**src/rtl/cpu_pkg.sv**
```systemverilog
// Shared types and constants for the 16-bit RISC CPU controller.
// CPU_HALT_EN adds the HALT state to the state enum.
package cpu_pkg;

  // MOV-immediate and register writeback share S_WR: both assert write and go to IF1.
  // Merging them lets every state, HALT included, fit in a 4-bit encoding.
  typedef enum logic [3:0] {
    S_RST      = 4'd0,
    S_IF1      = 4'd1,
    S_IF2      = 4'd2,
    S_UPD_PC   = 4'd3,
    S_DECODE   = 4'd4,
    S_WR       = 4'd5,
    S_GET_A    = 4'd6,
    S_GET_B    = 4'd7,
    S_EXEC     = 4'd8,
    S_MEM_CALC = 4'd9,
    S_MEM_ADDR = 4'd10,
    S_MEM_RD   = 4'd11,
    S_LDR_WB   = 4'd12,
    S_STR_GETB = 4'd13,
    S_MEM_WR   = 4'd14
`ifdef CPU_HALT_EN
    , S_HALT   = 4'd15
`endif
  } state_t;

  localparam logic [1:0] MEM_NONE  = 2'b00;
  localparam logic [1:0] MEM_READ  = 2'b01;
  localparam logic [1:0] MEM_WRITE = 2'b10;

  localparam logic [2:0] OP_MOV  = 3'b110;
  localparam logic [2:0] OP_ALU  = 3'b101;
  localparam logic [2:0] OP_LDR  = 3'b011;
  localparam logic [2:0] OP_STR  = 3'b100;
  localparam logic [2:0] OP_HALT = 3'b111;

  localparam logic [1:0] OP_MOV_REG = 2'b00;
  localparam logic [1:0] OP_MOV_IMM = 2'b10;
  localparam logic [1:0] OP_CMP     = 2'b01;

  typedef struct packed {
    logic       loada;
    logic       loadb;
    logic       loadc;
    logic       loads;
    logic       write;
    logic       load_ir;
    logic       load_pc;
    logic       reset_pc;
    logic       addr_sel;
    logic       load_addr;
    logic [1:0] mem_cmd;
  } ctrl_t;

  // Moore output decode: strobes as a function of the state alone (CMP only gates loads).
  function automatic ctrl_t decode_ctrl(input state_t s, input logic is_cmp);
    ctrl_t c;
    c = '0;
    c.mem_cmd = MEM_NONE;
    case (s)
      S_RST:      begin c.reset_pc = 1'b1; c.load_pc = 1'b1; end
      S_IF1:      begin c.addr_sel = 1'b1; c.mem_cmd = MEM_READ; end
      S_IF2:      begin c.addr_sel = 1'b1; c.mem_cmd = MEM_READ; c.load_ir = 1'b1; end
      S_UPD_PC:   c.load_pc = 1'b1;
      S_WR:       c.write = 1'b1;
      S_GET_A:    c.loada = 1'b1;
      S_GET_B:    c.loadb = 1'b1;
      S_EXEC:     begin c.loadc = 1'b1; c.loads = is_cmp; end
      S_MEM_CALC: c.loadc = 1'b1;
      S_MEM_ADDR: c.load_addr = 1'b1;
      S_MEM_RD:   c.mem_cmd = MEM_READ;
      S_LDR_WB:   begin c.mem_cmd = MEM_READ; c.write = 1'b1; end
      S_STR_GETB: c.loadb = 1'b1;
      S_MEM_WR:   c.mem_cmd = MEM_WRITE;
      default:    ;
    endcase
    return c;
  endfunction

endpackage

```
**src/rtl/cpu_controller.sv**
```systemverilog
// Moore FSM issuing per-cycle load/write strobes for the RISC datapath, PC/IR and memory.
// Define CPU_HALT_EN to build the HALT state and the halted port.
module cpu_controller
  import cpu_pkg::*;
#(
  parameter int unsigned MEM_RD_LAT = 1
) (
  input  logic       clk,
  input  logic       rst_n,
  input  logic [2:0] opcode,
  input  logic [1:0] op,
  output logic       loada,
  output logic       loadb,
  output logic       loadc,
  output logic       loads,
  output logic       write,
  output logic       load_ir,
  output logic       load_pc,
  output logic       reset_pc,
  output logic       addr_sel,
  output logic       load_addr,
  output logic [1:0] mem_cmd,
  output logic [3:0] state_o
`ifdef CPU_HALT_EN
  , output logic     halted
`endif
);

  localparam int unsigned CNT_W = 3;
  localparam logic [CNT_W-1:0] CNT_LAST = CNT_W'(MEM_RD_LAT - 1);

  state_t           state, state_nx;
  logic [CNT_W-1:0] cnt, cnt_nx;
  ctrl_t            ctrl, ctrl_nx;
  logic             is_cmp;

  assign is_cmp  = (opcode == OP_ALU) && (op == OP_CMP);
  assign state_o = state;
  assign {loada, loadb, loadc, loads, write, load_ir, load_pc, reset_pc,
          addr_sel, load_addr, mem_cmd} = ctrl;

  // Next-state logic; outputs are pre-decoded from the next state so they register with it.
  always_comb begin
    state_nx = state;
    case (state)
      S_RST:      state_nx = S_IF1;
      S_IF1:      if (cnt == CNT_LAST) state_nx = S_IF2;
      S_IF2:      state_nx = S_UPD_PC;
      S_UPD_PC:   state_nx = S_DECODE;
      S_DECODE: begin
        case (opcode)
          OP_MOV: begin
            if (op == OP_MOV_IMM)      state_nx = S_WR;
            else if (op == OP_MOV_REG) state_nx = S_GET_B;
            else                       state_nx = S_IF1;
          end
          OP_ALU, OP_LDR, OP_STR: state_nx = S_GET_A;
`ifdef CPU_HALT_EN
          OP_HALT: state_nx = S_HALT;
`endif
          default: state_nx = S_IF1;
        endcase
      end
      S_WR:       state_nx = S_IF1;
      S_GET_A:    state_nx = (opcode == OP_ALU) ? S_GET_B : S_MEM_CALC;
      S_GET_B:    state_nx = S_EXEC;
      S_EXEC:     state_nx = is_cmp ? S_IF1 : S_WR;
      S_MEM_CALC: state_nx = S_MEM_ADDR;
      S_MEM_ADDR: state_nx = (opcode == OP_LDR) ? S_MEM_RD : S_STR_GETB;
      S_MEM_RD:   if (cnt == CNT_LAST) state_nx = S_LDR_WB;
      S_LDR_WB:   state_nx = S_IF1;
      S_STR_GETB: state_nx = S_MEM_WR;
      S_MEM_WR:   state_nx = S_IF1;
`ifdef CPU_HALT_EN
      S_HALT:     state_nx = S_HALT;
`endif
      default:    state_nx = S_RST;
    endcase
    // Wait counter restarts on any state change, so it reads 0 on entry to IF1/MEM_RD.
    cnt_nx  = (state_nx != state) ? '0 : cnt + CNT_W'(1);
    ctrl_nx = decode_ctrl(state_nx, is_cmp);
  end

  always_ff @(posedge clk or negedge rst_n) begin
    if (!rst_n) begin
      state <= S_RST;
      cnt   <= '0;
      ctrl  <= decode_ctrl(S_RST, 1'b0);
    end else begin
      state <= state_nx;
      cnt   <= cnt_nx;
      ctrl  <= ctrl_nx;
    end
  end

`ifdef CPU_HALT_EN
  always_ff @(posedge clk or negedge rst_n) begin
    if (!rst_n) halted <= 1'b0;
    else        halted <= (state_nx == S_HALT);
  end
`endif

endmodule

```
**config.mk**
```make
export PLATFORM = sky130hd
export DESIGN_NAME = cpu_controller
export DESIGN_NICKNAME = d
export VERILOG_FILES = /design/src/rtl/cpu_pkg.sv /design/src/rtl/cpu_controller.sv
export SDC_FILE = /design/constraint.sdc
export NUM_CORES = 1
export LEC_CHECK = 0
export CORE_AREA = 2 2 53 55
export CTS_CLUSTER_DIAMETER = 60
export DETAILED_ROUTE_END_ITERATION = 8
export DIE_AREA = 0 0 55 57
export DONT_BUFFER_PORTS = 1
export GPL_ROUTABILITY_DRIVEN = 0
export MAX_ROUTING_LAYER = met4
export PLACE_DENSITY = 0.55
export SLEW_MARGIN = 20
export SYNTH_ARGS = -nofsm -noshare
export SYNTH_HDL_FRONTEND = slang
export SYNTH_SLANG_ARGS = --single-unit
```
**constraint.sdc**
```tcl
create_clock -name clk -period 2.8 [get_ports clk]
set_input_delay 0.28 -clock clk [delete_from_list [all_inputs] [get_ports clk]]
set_output_delay 0.28 -clock clk [all_outputs]
set_load 0.01 [all_outputs]
```
==> impl_metrics.csv <==
group,metric,value,unit
min_path,hold_path_depth,2,
synthesis,syn_avg_cell_area,10.0,um^2
sta,worst_slew_margin_rel,46.9,%
global_route,antenna_found_initial,0,
placed_design,io_buffers,0,
power,p_switching,0.000488,W
critical_path,worstSetupPathType,"reg -> reg",
drt,routed_wl,2160,um
sta,fin_crit,2.11,ns
critical_path,r2r-end,"load_pc",
min_path,hold_class,"in -> reg",
synthesis,synth_area,0.00110,mm^2
synthesis,synth.largest_area_cell,"dfrtp_1",
clock_network,cts.sinks,19,
floorplanning,chipWidth,55,um
global_route,grt_pass1_wl,3730,um
drt,drtIter0Drc,20,
drt,vias_per_cell,5.77,
synthesis,synth_most_common_cell,"dfrtp_1",
min_path,holdPathEnd,"loads",
outcome,outcome,"finished, final reports clean",
critical_path,crit_family,"simple AND/OR/NAND/NOR gates",
floorplanning,coreArea,0.00262,mm^2
clock_network,clkLatencyLatePin,0.29,ns
global_route,gr-total-overflow,0,
placed_design,dp_hpwl,1590,um
sta,fin_setup_tns,0,ns
critical_path,reg2reg_from,"state_o[3]",
sta,finalHoldViolations,0,
global_route,grt_util_met1,24.5,%
critical_path,cp_max_fo,16,
cells_and_area,stdcell_area,0.00115,mm^2
power,p_per_area,965,mW/mm^2
synthesis,synth_enable_flop_cells,0,
critical_path,reg2reg_depth,5,
critical_path,critical_path_required,3.05,ns
cells_and_area,syn2layout_area_growth,4.09,%
sta,rsz0062_at_grt,"false",
critical_path,crit_arrival,2.36,ns
synthesis,synth-seq-cells,19,
cells_and_area,largest_register_ffs,4,
critical_path,r2r_slack,0.69,ns
power,seqPwrFrac,45.4,%
critical_path,startpoint_type,"register",
global_route,grt_util_met3,2.62,%
synthesis,synth_ff_type,"dfrtp_1",
cells_and_area,seqCellArea,478,um^2
power,swShare,44.1,%
global_route,grt_pass1_vias,782,
clock_network,cts_resized,0,
floorplanning,rows,19,
synthesis,yosys_warnings,0,
drt,ant_nets,0,
power,p_int,0.000619,W
cells_and_area,nFillCells,259,
drt,wl_per_cell,15.4,um
critical_path,path_cells,"nand3b_1 -> o21ai_4 -> a22oi_4 -> or4b_1 -> o21ba_1",
synthesis,netlist_top_cells_count,"dfrtp_1, nor2_1, inv_1",
clock_network,root_buffer,"clkbuf_4",
global_route,gr-usage-met2,22.3,%
synthesis,synth_fp_nets,119,
placed_design,dpl_cell_area,0.00111,mm^2
critical_path,max_stage_delay,0.71,ns
critical_path,cp_slowest_cell,"dfrtp_1",
sta,slew_viol_final,0,
critical_path,cp-end-kind,"register",
clock_network,clock_path_buffers,2,
global_route,busiest_layer,"met1",
floorplanning,chipHeight,57,um
synthesis,synth_top_area_share,38.6,%
min_path,min_from,"opcode[0]",
power,power.share.clock,12.4,%
sta,fin_crit_sh,75.3,%
synthesis,ys_types,42,
critical_path,critPathBufInv,0,
power,peakVddDrop,453,uV
floorplanning,io_pins,23,
synthesis,ys_seq_area_share,43.4,%
clock_network,cts_tree,"built",
clock_network,clk_pin_slew,0.10,ns
cells_and_area,diodes,0,
drt,vias,808,
sta,clock_skew,0.00301,ns
clock_network,htree_levels,1,
global_route,gr-usage-all-layers,16.7,%
power,power.leakage,0.523,nW
synthesis,synthTopCellsByArea,"dfrtp_1, dfstp_2, nor2_1, nand2b_1, inv_1",
sta,hold_slack,0.138,ns
cells_and_area,drive_gt1_share,12.8,%
global_route,grt_max_degree,20,
job,drv_cap,0,
sta,clock.fmax,474,MHz
floorplanning,start_util,42.1,%
power,comb_power_share,42.3,%
clock_network,cts_buffers,3,
synthesis,async_flop_share,100,%
cells_and_area,layout.nets,119,
sta,setup_viol,0,
cells_and_area,multi_input_area,567,um^2
drt,drtPass1Iterations,4,
sta,worst_pin_slew,0.795,ns
floorplanning,die-area,0.00314,mm^2
synthesis,syn_inst,110,
drt,drc,0,
[layout by cell type (no fill, tap or decap), types with 3 or more instances in the layout]
cell / Yosys / routed
nand2b_1: 6 / 6
o21a_1: 3 / 3
a211oi_1: 3 / 3
nor4_1: 3 / 3
clkbuf_4: 0 / 3
nor2_1: 11 / 11
inv_1: 7 / 7
nand2_1: 5 / 5
dfrtp_1: 17 / 17
nor3_1: 4 / 4
nand3b_1: 3 / 3
a21oi_1: 5 / 5
o21ai_1: 4 / 4
[layer usage]
layer	vias up	routed length, um	part of all wire (%)
met2	34	970	45
met3	5	133	6.2
li1	391	-	-
met1	378	1010	47
met5	-	0	0
met4	0	48	2.2
[cell type report]
class	count	share of cell area (%)
flip-flops and latches	19	41.7
multi-input cells	78	49.5
repair buffers	1	0.873
inverters	7	2.29
well taps	31	3.38
clock buffers	4	2.29
[cell families (layout without fill, tap and decap cells)]
group | count (synthesis) | after routing | synth area share (%)
DFF | 19 | 19 | 43.4
adders and majority gates | 2 | 2 | 2.27
and+or+nand+nor | 47 | 47 | 27.3
xor gates and xnor gates | 1 | 1 | 0.796
AOI/OAI and AO/OA | 27 | 27 | 20.2
muxes | 1 | 1 | 0.909
buffers and inverters | 13 | 12 | 5.11
[power by group through the flow]
stage	clock [W]	combinational [W]	sequential [W]
3_5_place_dp	0	0.000463	0.000508
3_3_place_gp	0	0.000456	0.000507
2_1_floorplan	0	0.000458	0.000423
4_1_cts	0.000139	0.000471	0.000502
6_report	0.000137	0.000468	0.000502
5_1_grt	0.000158	0.000526	0.000523
[how the worst max path moves through the flow]
stage | start | to | depth (start not counted)
after floorplan | cnt[0] | load_pc | 8
after global placement | state_o[3] | load_pc | 5
after detailed placement | state_o[3] | load_pc | 5
after CTS | state_o[3] | load_pc | 5
after global routing | state_o[3] | load_pc | 5
final | state_o[3] | load_pc | 5
[metrics by stage]
| step | setup WS, ns | instances | power, W | util (%) |
|---|---|---|---|---|
| global route | 0.585 | 140 | 0.00121 | 43.8 |
| floorplan | 1.04 | 110 | 0.000881 | - |
| CTS | 0.710 | 140 | 0.00111 | 43.8 |
| detailed placement | 0.741 | 135 | 0.000972 | 42.4 |
| finish | 0.690 | 140 | 0.00111 | 43.8 |
| global placement | 0.781 | 135 | 0.000962 | 42.4 |
[repair_timing]
action / CTS / global route
endpoints found under the hold margin: 19 / 0
setup buffers: 0 / 0
hold buffers: 1 / 0
(Power assumes the default switching activity.)
